<file path="src/rtl/fwupd_packer.sv">
// Byte-to-word packer feeding the firmware-update URAM address counter.
// Fills a ping-pong pair of banks and stalls while the target bank is undrained.
module fwupd_packer #(
    parameter int NBYTES = 8,
    parameter int NWORDS = 128
) (
    input  logic                  clk_i,
    input  logic                  rst_i,
    input  logic [7:0]            dat_i,
    input  logic                  dat_valid_i,
    output logic                  dat_ready_o,
    output logic [8*NBYTES-1:0]   uram_dat_o,
    output logic                  uram_we_o,
    output logic [1:0]            bank_done_o,
    output logic [1:0]            bank_full_o,
    input  logic [1:0]            bank_release_i,
    output logic                  cur_bank_o
);

    localparam int BW = $clog2(NBYTES);
    localparam int WW = $clog2(NWORDS);

    typedef enum logic {FILL, STALL} state_t;

    state_t              state_q, state_d;
    logic [BW-1:0]       bcnt_q, bcnt_d;
    logic [WW-1:0]       wcnt_q, wcnt_d;
    logic [8*NBYTES-1:0] asm_q, asm_d;
    logic [8*NBYTES-1:0] dat_q, dat_d;
    logic                we_q, we_d;
    logic [1:0]          done_q, done_d;
    logic [1:0]          full_q, full_d;
    logic                cur_q, cur_d;

    logic accept;
    logic last_byte;
    logic last_word;
    logic bank_end;

    always_comb begin
        state_d = state_q;
        bcnt_d  = bcnt_q;
        wcnt_d  = wcnt_q;
        asm_d   = asm_q;
        dat_d   = dat_q;
        we_d    = 1'b0;
        done_d  = 2'b00;

        accept    = dat_valid_i && (state_q == FILL);
        last_byte = bcnt_q == BW'(NBYTES - 1);
        last_word = wcnt_q == WW'(NWORDS - 1);
        bank_end  = accept && last_byte && last_word;

        // A bank completed last cycle: mark it full (beats a same-cycle release)
        full_d = (full_q & ~bank_release_i) | done_q;
        cur_d  = cur_q ^ (|done_q);

        if (accept) begin
            asm_d[8*bcnt_q +: 8] = dat_i;
            bcnt_d = last_byte ? '0 : bcnt_q + 1'b1;
            if (last_byte) begin
                we_d   = 1'b1;
                dat_d  = asm_d;
                wcnt_d = wcnt_q + 1'b1;
                if (last_word) begin
                    done_d[cur_q] = 1'b1;
                end
            end
        end

        unique case (state_q)
            FILL: begin
                if ((bank_end && full_d[~cur_q]) ||
                    ((|done_q) && full_d[cur_d])) begin
                    state_d = STALL;
                end
            end
            STALL: begin
                if (!full_d[cur_d]) begin
                    state_d = FILL;
                end
            end
            default: state_d = FILL;
        endcase
    end

    always_ff @(posedge clk_i) begin
        if (rst_i) begin
            state_q <= FILL;
            bcnt_q  <= '0;
            wcnt_q  <= '0;
            asm_q   <= '0;
            dat_q   <= '0;
            we_q    <= 1'b0;
            done_q  <= 2'b00;
            full_q  <= 2'b00;
            cur_q   <= 1'b0;
        end else begin
            state_q <= state_d;
            bcnt_q  <= bcnt_d;
            wcnt_q  <= wcnt_d;
            asm_q   <= asm_d;
            dat_q   <= dat_d;
            we_q    <= we_d;
            done_q  <= done_d;
            full_q  <= full_d;
            cur_q   <= cur_d;
        end
    end

    assign dat_ready_o = (state_q == FILL);
    assign uram_dat_o  = dat_q;
    assign uram_we_o   = we_q;
    assign bank_done_o = done_q;
    assign bank_full_o = full_q;
    assign cur_bank_o  = cur_q;

endmodule
</file>
<file path="config.mk">
export PLATFORM = sky130hd
export DESIGN_NAME = fwupd_packer
export DESIGN_NICKNAME = d
export VERILOG_FILES = /design/src/rtl/fwupd_packer.sv
export SDC_FILE = /design/constraint.sdc
export NUM_CORES = 1
export LEC_CHECK = 0
export BUFFER_PORTS_ARGS = -buffer_cell sky130_fd_sc_hd__buf_2
export CAP_MARGIN = 40
export CORE_MARGIN = 2
export CORE_UTILIZATION = 35
export CTS_CLUSTER_SIZE = 20
export DETAILED_ROUTE_END_ITERATION = 10
export PLACE_DENSITY = 0.52
export SLEW_MARGIN = 20
export SYNTH_ARGS = -nofsm -noshare
export SYNTH_HDL_FRONTEND = slang
export SYNTH_SLANG_ARGS = --single-unit
</file>
<file path="constraint.sdc">
create_clock -name clk_i -period 4.2 [get_ports clk_i]
set_clock_uncertainty 0.05 [all_clocks]
set_input_delay 0.42 -clock clk_i [delete_from_list [all_inputs] [get_ports clk_i]]
set_output_delay 0.42 -clock clk_i [all_outputs]
set_load 0.02 [all_outputs]
</file>
==> results.sh, run 1 <==
export IMPL_status="finished clean"
export IMPL_clkPwrFrac=0.524
export IMPL_synthFlopType="dfxtp_1"
export IMPL_timing_critical_path_from="bcnt_q[0]$_SDFFE_PP0N_"
export IMPL_design_area_sq_um=7330
export IMPL_drive_gt1_frac=0.167
export IMPL_p_sw_mw=0.682
export IMPL_wirelength_mm=15.1
export IMPL_routedWlPerCell_um=15.1
export IMPL_mappedNetlistArea_sq_um=6120
export IMPL_nFillCells=1766
export IMPL_grt_max_degree=101
export IMPL_grt_pass1_vias=4752
export IMPL_rsz0062_at_grt="false"
export IMPL_critical_path_required_ns=4.44
export IMPL_reg2reg_slack_ns=0.68
export IMPL_multi_input_area_sq_um=2970
export IMPL_hold_viol_final=0
export IMPL_worstHoldStart="bank_release_i[0]"
export IMPL_finalSetupViolCount=0
export IMPL_synth_top_area_share=0.474
export IMPL_h_tree_depth=4
export IMPL_setup_ws_ns=0.679
export IMPL_grt_usage=0.168
export IMPL_synth_edff_count=0
export IMPL_die_area_sq_um=18600
export IMPL_worstReg2RegEnd="asm_q[61]$_SDFFE_PP0N_"
export IMPL_async_flop_share=0
export IMPL_die_h_um=136
export IMPL_insertion_delay_ns=0.42
export IMPL_ios=84
export IMPL_worstRegToRegCells=7
export IMPL_p_per_area_nw_per_um2=444
export IMPL_route_detailed_drc=0
export IMPL_via_per_inst=5.05
export IMPL_numCtsBuffers=17
export IMPL_cts_tree="done"
export IMPL_maxCapViolations=0
export IMPL_hold_class="primary input to register"
export IMPL_dpl_worst_slack_ns=0.708
export IMPL_clk_pin_slew_worst_paths_ns=0.06
export IMPL_p_seq_frac=0.427
export IMPL_hold_depth=4
export IMPL_max_freq_mhz=284
export IMPL_synth_seq_area_share=0.474
export IMPL_layout_area_seq_sq_um=2900
export IMPL_drtIter0Drc=278
export IMPL_avgSynthCellArea_sq_um=8.70
export IMPL_synthToLayoutAreaGrowth_pct=19.7
export IMPL_nNetsFinal=779
export IMPL_synth_cell_type_count=42
export IMPL_die_w_um=136
export IMPL_critPathArrivalTime_ns=3.76
export IMPL_place_inst=965
export IMPL_dp_hpwl_mm=10.5
export IMPL_r2r_start="bcnt_q[0]$_SDFFE_PP0N_"
export IMPL_synth_fp_nets=723
export IMPL_core_sq_um=17200
export IMPL_fin_total_pwr_mw=3.25
export IMPL_timing_hold_ws_ns=0.246
export IMPL_synth_ff_latch_count=145
export IMPL_p_comb_frac=0.049
export IMPL_cts_resized=0
export IMPL_most_common_layout_cells="156 x nor2_1, 145 x dfxtp_1, 82 x buf_2"
export IMPL_cts_root_buf="clkbuf_16"
export IMPL_tns_ns=0
export IMPL_holdPathEnd="bank_full_o[0]$_SDFF_PP0_"
export IMPL_grt_pass1_wl_mm=24.1
export IMPL_ctsHoldBuffers=0
export IMPL_relSlewSlack=0.516
export IMPL_worst_pin_slew_ns=0.726
export IMPL_yosys_area_top_type="dfxtp_1"
export IMPL_final_common_cell="nor2_1"
export IMPL_crit_path_start_kind="register"
export IMPL_endpoint_kind="register"
export IMPL_cts_sinks=145
export IMPL_finalCritPeriodShare=0.838
export IMPL_vias=5028
export IMPL_netSwitchingFraction=0.210
export IMPL_p_leak_nw=3.08
export IMPL_netlist_instances=704
export IMPL_ant_nets=0
export IMPL_numPortBuffers=83
export IMPL_synth_warnings=0
export IMPL_yosys_top_cells_area="dfxtp_1 47%, mux2i_1 11%, nor2_1 9.6%"
export IMPL_cp_max_fo=24
export IMPL_post_cts_buffers=0
export IMPL_min_period_ns=3.52
export IMPL_vdd_drop_max_v=0.000278
export IMPL_clk_path_buf_depth=2
export IMPL_drt_pass1_iterations=5
export IMPL_utilization=0.427
export IMPL_intPower_mw=2.57
export IMPL_grt_antenna_before_repair=0
export IMPL_overflow=0
export IMPL_place_area_sq_um=6650
export IMPL_gp_congestion=0.789
export IMPL_fin_cells=996
export IMPL_slew_violations=0
export IMPL_antenna_cells=0
export IMPL_num_rows=48
export IMPL_start_util=0.356
export IMPL_worstSetupPathType="register to register"
[state kept, by name, summed over array words and instances, names as in the netlist]
register,cells
bank_done_o,2
wcnt_q,7
uram_dat_o,64
cur_bank_o,1
bcnt_q,3
asm_q,64
state_q,1
uram_we_o,1
bank_full_o,2
[kinds of logic after synthesis]
group	count (synthesis)	share of synthesized area
buf+inv	59	0.0415
mux	65	0.106
fa+ha+maj	6	0.0123
xor+xnor	7	0.0100
simple gates	276	0.206
compound gates	146	0.150
flops	145	0.474
[per-layer routing]
metal | GRT usage | wire [um] | vias to the layer above
li1 | - | - | 2548
met1 | 0.223 | 7090 | 2335
met2 | 0.263 | 7030 | 127
met3 | 0.0399 | 696 | 18
met4 | 0.0677 | 267 | 0
met5 | 0 | 0 | -
[worst max path at each step]
| stage | slack, ns | to |
|---|---|---|
| finish | 0.68 | asm_q[61]$_SDFFE_PP0N_ |
| floorplan | 1.64 | asm_q[56]$_SDFFE_PP0N_ |
| global route | 0.40 | asm_q[61]$_SDFFE_PP0N_ |
| CTS | 0.70 | asm_q[61]$_SDFFE_PP0N_ |
| detailed placement | 0.71 | asm_q[61]$_SDFFE_PP0N_ |
| global placement | 0.88 | asm_q[62]$_SDFFE_PP0N_ |
[Yosys cell counts, types with 2 or more instances]
cell	instances
a211oi_1	65
a21oi_1	68
and2_1	16
and3_1	2
buf_1	4
buf_2	5
buf_6	3
clkbuf_1	40
dfxtp_1	145
ha_1	6
inv_1	5
mux2i_1	65
nand2_1	44
nand3_1	4
nand3_2	3
nand3b_1	9
nand4_1	5
nand4bb_1	2
nor2_1	156
nor2b_1	14
nor3_1	8
o21ai_0	8
or2_2	3
xnor2_1	3
xor2_1	4
[power by group through the flow]
stage	Clock (mW)	Combinational [mW]	Sequential [mW]
floorplan	0	0.122	1.42
global placement	0	0.154	1.42
detailed placement	0	0.158	1.42
CTS	1.75	0.158	1.39
global route	1.81	0.175	1.39
finish	1.70	0.160	1.39
[area by class of cell]
cell class,instances,area share
inverter,6,0.00307
sequential,145,0.396
multi-input combinational,500,0.405
timing repair buffer,90,0.0669
clock inverter,10,0.0283
clock buffer,20,0.0623
tap,225,0.0384
[critical path: stages (launching register included)]
cell and delay, ns:
dfxtp_1 0.74, clkinv_1 0.32, ha_1 0.31, ha_1 0.39, or4b_1 0.85, or2_0 0.46, a21oi_1 0.21, nor2_1 0.06
Power figures use the tool's default switching activity.
==> run 2: changes to the inputs <==
--- a/config.mk
+++ b/config.mk
@@ -5,6 +5,7 @@
 export SDC_FILE = /design/constraint.sdc
 export NUM_CORES = 1
 export LEC_CHECK = 0
+export ABC_AREA = 1
 export BUFFER_PORTS_ARGS = -buffer_cell sky130_fd_sc_hd__buf_2
 export CAP_MARGIN = 40
 export CORE_MARGIN = 2
==> constraint.sdc (replaced) <==
create_clock -name clk_i -period 3.5 [get_ports clk_i]
set_clock_uncertainty 0.05 [all_clocks]
set_input_delay 0.35 -clock clk_i [delete_from_list [all_inputs] [get_ports clk_i]]
set_output_delay 0.35 -clock clk_i [all_outputs]
set_load 0.02 [all_outputs]
==> results.sh, run 2 <==
export IMPL_worstRegToRegCells=10
export IMPL_grt_pass1_vias=5109
export IMPL_ant_nets=0
export IMPL_slew_violations=0
export IMPL_muxShareOfSynthArea=0
export IMPL_yosys_top_cells_area="dfxtp_1 45%, nand2_1 15%, nor2_1 7.0%"
export IMPL_finalSetupViolCount=0
export IMPL_h_tree_depth=4
export IMPL_synthFlopType="dfxtp_1"
export IMPL_endpoint_kind="register"
export IMPL_grt_max_degree=61
export IMPL_reg2reg_slack_ns=0.90
export IMPL_hold_viol_final=0
export IMPL_async_flop_share=0
export IMPL_die_h_um=139
export IMPL_synth_xor_area_frac=0.00274
export IMPL_relSlewSlack=0.527
export IMPL_synth_warnings=0
export IMPL_cts_root_buf="clkbuf_16"
export IMPL_grt_usage=0.168
export IMPL_via_per_inst=4.60
export IMPL_route_detailed_drc=0
export IMPL_clk_path_buf_depth=2
export IMPL_vdd_drop_max_v=0.000375
export IMPL_drive_gt1_frac=0.141
export IMPL_fin_cells=1237
export IMPL_insertion_delay_ns=0.42
export IMPL_synth_cell_type_count=28
export IMPL_layout_area_seq_sq_um=2900
export IMPL_worstHoldStart="bank_release_i[0]"
export IMPL_hold_class="primary input to register"
export IMPL_min_period_ns=2.60
export IMPL_die_area_sq_um=19400
export IMPL_ctsHoldBuffers=0
export IMPL_final_common_cell="nand2_1"
export IMPL_cts_tree="done"
export IMPL_crit_path_start_kind="register"
export IMPL_dp_hpwl_mm=10.8
export IMPL_post_cts_buffers=0
export IMPL_setup_ws_ns=0.903
export IMPL_rsz0062_at_grt="false"
export IMPL_critical_path_required_ns=3.77
export IMPL_vias=5693
export IMPL_numPortBuffers=83
export IMPL_critPathArrivalTime_ns=2.86
export IMPL_yosys_area_share_simple=0.297
export IMPL_num_rows=49
export IMPL_numCtsBuffers=17
export IMPL_nNetsFinal=1015
export IMPL_worstReg2RegEnd="asm_q[2]$_SDFFE_PP0N_"
export IMPL_grt_antenna_before_repair=0
export IMPL_max_freq_mhz=385
export IMPL_place_area_sq_um=6960
export IMPL_tns_ns=0
export IMPL_synth_top_area_share=0.454
export IMPL_antenna_cells=0
export IMPL_clk_pin_slew_worst_paths_ns=0.06
export IMPL_place_inst=1206
export IMPL_nFillCells=1888
export IMPL_ios=84
export IMPL_utilization=0.422
export IMPL_die_w_um=139
export IMPL_yosys_area_top_type="dfxtp_1"
export IMPL_ys_top_cells_by_count="257 x nand2_1, 145 x dfxtp_1, 119 x nor2_1"
export IMPL_status="finished clean"
export IMPL_worstSetupPathType="register to register"
export IMPL_dpl_worst_slack_ns=0.923
export IMPL_p_per_area_nw_per_um2=535
export IMPL_hold_depth=4
export IMPL_p_leak_nw=3.96
export IMPL_synthToLayoutAreaGrowth_pct=18.5
export IMPL_synth_most_common_cell="nand2_1"
export IMPL_synth_compound_area_frac=0.130
export IMPL_gp_congestion=0.800
export IMPL_most_common_layout_cells="257 x nand2_1, 145 x dfxtp_1, 119 x nor2_1"
export IMPL_synthAdderAreaFrac=0.0117
export IMPL_cp_max_fo=18
export IMPL_synth_seq_area_share=0.454
export IMPL_multi_input_area_sq_um=2830
export IMPL_synth_edff_count=0
export IMPL_netlist_instances=935
export IMPL_timing_critical_path_from="bcnt_q[0]$_SDFFE_PP0N_"
export IMPL_cts_resized=0
export IMPL_holdPathEnd="bank_full_o[0]$_SDFF_PP0_"
export IMPL_worst_pin_slew_ns=0.710
export IMPL_cts_sinks=145
export IMPL_finalCritPeriodShare=0.742
export IMPL_maxCapViolations=0
export IMPL_drt_pass1_iterations=5
export IMPL_grt_pass1_wl_mm=26.2
export IMPL_core_sq_um=18000
export IMPL_mappedNetlistArea_sq_um=6400
export IMPL_start_util=0.356
export IMPL_timing_hold_ws_ns=0.201
export IMPL_avgSynthCellArea_sq_um=6.84
export IMPL_wirelength_mm=16.1
export IMPL_synth_fp_nets=954
export IMPL_synth_top_family_by_area="simple AND/OR/NAND/NOR gates"
export IMPL_synth_ff_latch_count=145
export IMPL_overflow=0
export IMPL_design_area_sq_um=7580
export IMPL_routedWlPerCell_um=13.0
export IMPL_fin_total_pwr_mw=4.05
export IMPL_r2r_start="bcnt_q[0]$_SDFFE_PP0N_"
export IMPL_drtIter0Drc=310
run 2: kinds of logic after synthesis:
family                   Yosys count
AND/OR/NAND/NOR                  456
buffers and inverters            165
AO/OA/AOI/OAI                    161
flip-flops                       145
adder cells (fa/ha/maj)            6
XOR/XNOR                           2
run 2: report_power, final:
| group | total [mW] | internal [mW] | switching (mW) |
|---|---|---|---|
| Clock | 1.92 | 1.22 | 0.700 |
| Combinational | 0.399 | 0.116 | 0.282 |
| Sequential | 1.73 | 1.71 | 0.0272 |
| Total | 4.05 | 3.04 | 1.01 |
run 2: worst max-delay path by stage:
| stage | endpoint | slack (ns) | cells after the start |
|---|---|---|---|
| global placement | asm_q[30]$_SDFFE_PP0N_ | 0.98 | 8 |
| floorplan | asm_q[62]$_SDFFE_PP0N_ | 1.35 | 13 |
| global route | asm_q[7]$_SDFFE_PP0N_ | 0.68 | 10 |
| detailed placement | asm_q[4]$_SDFFE_PP0N_ | 0.92 | 10 |
| CTS | asm_q[4]$_SDFFE_PP0N_ | 0.92 | 10 |
| finish | asm_q[2]$_SDFFE_PP0N_ | 0.90 | 10 |
run 2: worst max-delay path, cell delays in order, from the launching register on:
cell	delay (ns)
dfxtp_1	0.59
inv_2	0.21
ha_1	0.27
ha_1	0.30
buf_4	0.22
nor2_1	0.13
nand3_2	0.28
nand2_1	0.14
o21ai_1	0.08
o21ai_0	0.17
inv_1	0.06
run 2: routing by layer:
metal,vias up,GRT usage,wire length (um)
li1,3043,-,-
met1,2518,0.231,8020
met2,122,0.261,7090
met3,10,0.0470,831
met4,0,0.0431,130
met5,-,0,0
run 2: cell type report:
cell class,instances,area share
sequential,145,0.383
multi-input combinational,625,0.374
timing repair buffer,92,0.0670
clock buffer,20,0.0603
inverter,115,0.0570
tap,229,0.0378
clock inverter,11,0.0213
==> run 3: changes to the inputs <==
--- a/config.mk
+++ b/config.mk
@@ -12,7 +12,7 @@
 export CORE_UTILIZATION = 35
 export CTS_CLUSTER_SIZE = 20
 export DETAILED_ROUTE_END_ITERATION = 10
-export PLACE_DENSITY = 0.52
+export PLACE_DENSITY = 0.54
 export SLEW_MARGIN = 20
 export SYNTH_ARGS = -nofsm -noshare
 export SYNTH_HDL_FRONTEND = slang
==> constraint.sdc (replaced) <==
create_clock -name clk_i -period 2.1 [get_ports clk_i]
set_clock_uncertainty 0.05 [all_clocks]
set_input_delay 0.21 -clock clk_i [delete_from_list [all_inputs] [get_ports clk_i]]
set_output_delay 0.21 -clock clk_i [all_outputs]
set_load 0.02 [all_outputs]
==> results.sh, run 3 (synthesis gave the netlist of run 2 again) <==
export IMPL_status="finished clean"
export IMPL_critPathArrivalTime_ns=2.25
export IMPL_core_sq_um=18000
export IMPL_top_layer_used="met4"
export IMPL_nFillCells=1887
export IMPL_p_leak_nw=4.08
export IMPL_slew_violations=0
export IMPL_synthToLayoutAreaGrowth_pct=22.8
export IMPL_fin_total_pwr_mw=6.96
export IMPL_relSlewSlack=0.515
export IMPL_max_freq_mhz=516
export IMPL_p_per_area_nw_per_um2=886
export IMPL_die_h_um=139
export IMPL_crit_path_start_kind="register"
export IMPL_vias=5764
export IMPL_most_common_layout_cells="256 x nand2_1, 144 x dfxtp_1, 116 x nor2_1"
export IMPL_place_area_sq_um=7100
export IMPL_h_tree_depth=4
export IMPL_drt_pass1_iterations=5
export IMPL_layout_area_seq_sq_um=2900
export IMPL_p_seq_frac=0.415
export IMPL_rsz0062_at_grt="false"
export IMPL_start_util=0.356
export IMPL_utilization=0.437
export IMPL_finalSetupViolCount=0
export IMPL_final_common_cell="nand2_1"
export IMPL_die_area_sq_um=19400
export IMPL_ant_nets=0
export IMPL_cts_sinks=145
export IMPL_route_detailed_drc=0
export IMPL_tns_ns=0
export IMPL_drtIter0Drc=387
export IMPL_finalCritPeriodShare=0.923
export IMPL_multi_input_area_sq_um=2840
export IMPL_hold_class="primary input to register"
export IMPL_maxCapViolations=0
export IMPL_intPower_mw=5.23
export IMPL_insertion_delay_ns=0.42
export IMPL_dr_wl_met2_mm=7.45
export IMPL_ios=84
export IMPL_num_rows=49
export IMPL_vdd_drop_max_v=0.000688
export IMPL_antenna_cells=0
export IMPL_grt_max_degree=95
export IMPL_worstSetupPathType="register to register"
export IMPL_wl_met3_um=588
export IMPL_dpl_worst_slack_ns=0.0828
export IMPL_wirelength_mm=16.2
export IMPL_die_w_um=139
export IMPL_endpoint_kind="register"
export IMPL_setup_ws_ns=0.162
export IMPL_gp_congestion=0.804
export IMPL_dp_hpwl_mm=11.0
export IMPL_grt_usage=0.173
export IMPL_routedWlPerCell_um=12.9
export IMPL_p_comb_frac=0.106
export IMPL_cts_root_buf="clkbuf_16"
export IMPL_grt_pass1_vias=5534
export IMPL_overflow=0
export IMPL_numCtsBuffers=17
export IMPL_clk_pin_slew_worst_paths_ns=0.06
export IMPL_min_period_ns=1.94
export IMPL_critical_path_required_ns=2.41
export IMPL_p_sw_mw=1.73
export IMPL_grt_pass1_wl_mm=27.1
export IMPL_numPortBuffers=83
export IMPL_cts_tree="done"
export IMPL_clk_path_buf_depth=2
export IMPL_grt_antenna_before_repair=0
export IMPL_drive_gt1_frac=0.164
export IMPL_nNetsFinal=1035
export IMPL_netSwitchingFraction=0.248
export IMPL_cp_max_fo=7
export IMPL_worst_pin_slew_ns=0.727
export IMPL_hold_viol_final=0
export IMPL_wl_met1_mm=8.06
export IMPL_clkPwrFrac=0.480
export IMPL_design_area_sq_um=7850
export IMPL_via_per_inst=4.58
## run 3: power groups by stage
stage	clock network [mW]	logic [mW]	registers, mW
after floorplan	0	0.523	2.94
after global placement	0	0.703	2.94
after detailed placement	0	0.705	2.95
after CTS	3.42	0.710	2.88
after global routing	3.55	0.837	2.90
final	3.34	0.735	2.88
## run 3: area by class of cell
cell class              count  area share
well taps                 229      0.0365
flip-flops and latches    145       0.370
repair buffers            112      0.0938
clock buffers              19      0.0564
clock inverters            13      0.0264
inverters                 115      0.0553
multi-input cells         625       0.362
## run 3: critical path, stage by stage, from the launching register on
cell and delay, ns:
dfxtp_1 0.35, inv_1 0.08, ha_1 0.20, ha_1 0.23
inv_2 0.11, nand2_1 0.12, nor2_1 0.17, inv_1 0.14
o21ai_0 0.26, o21ai_0 0.11, inv_1 0.06
## run 3: per-stage QoR
step / hold WS [ns] / std cells
floorplan: 0.374 / 935
global placement: 0.385 / 1221
detailed placement: 0.387 / 1221
CTS: 0.0497 / 1253
global route: 0.103 / 1258
finish: 0.0736 / 1258
## run 3: per-layer routing
layer,vias to the layer above,global-route usage
met1,2588,0.229
met3,4,0.0418
li1,3085,-
met4,0,0.0468
met2,87,0.284
met5,-,0
## run 3: final timing paths
kind                          startpoint                          end  slack [ns]  depth (start not counted)
max               bcnt_q[1]$_SDFFE_PP0N_       asm_q[57]$_SDFFE_PP0N_        0.16                         10
min                    bank_release_i[1]    bank_full_o[1]$_SDFF_PP0_        0.07                          4
max reg2reg       bcnt_q[1]$_SDFFE_PP0N_       asm_q[57]$_SDFFE_PP0N_        0.16                         10
min reg2reg  uram_dat_o[19]$_SDFFE_PP0P_  uram_dat_o[19]$_SDFFE_PP0P_        0.40                          2
## run 3: repair_timing
item                                    4_1_cts  5_1_grt
endpoints found under the hold margin         0        0
hold buffers                                  0        0
gates resized for setup                       0       12
endpoints found under the setup margin        0       56
setup buffers                                 0        5
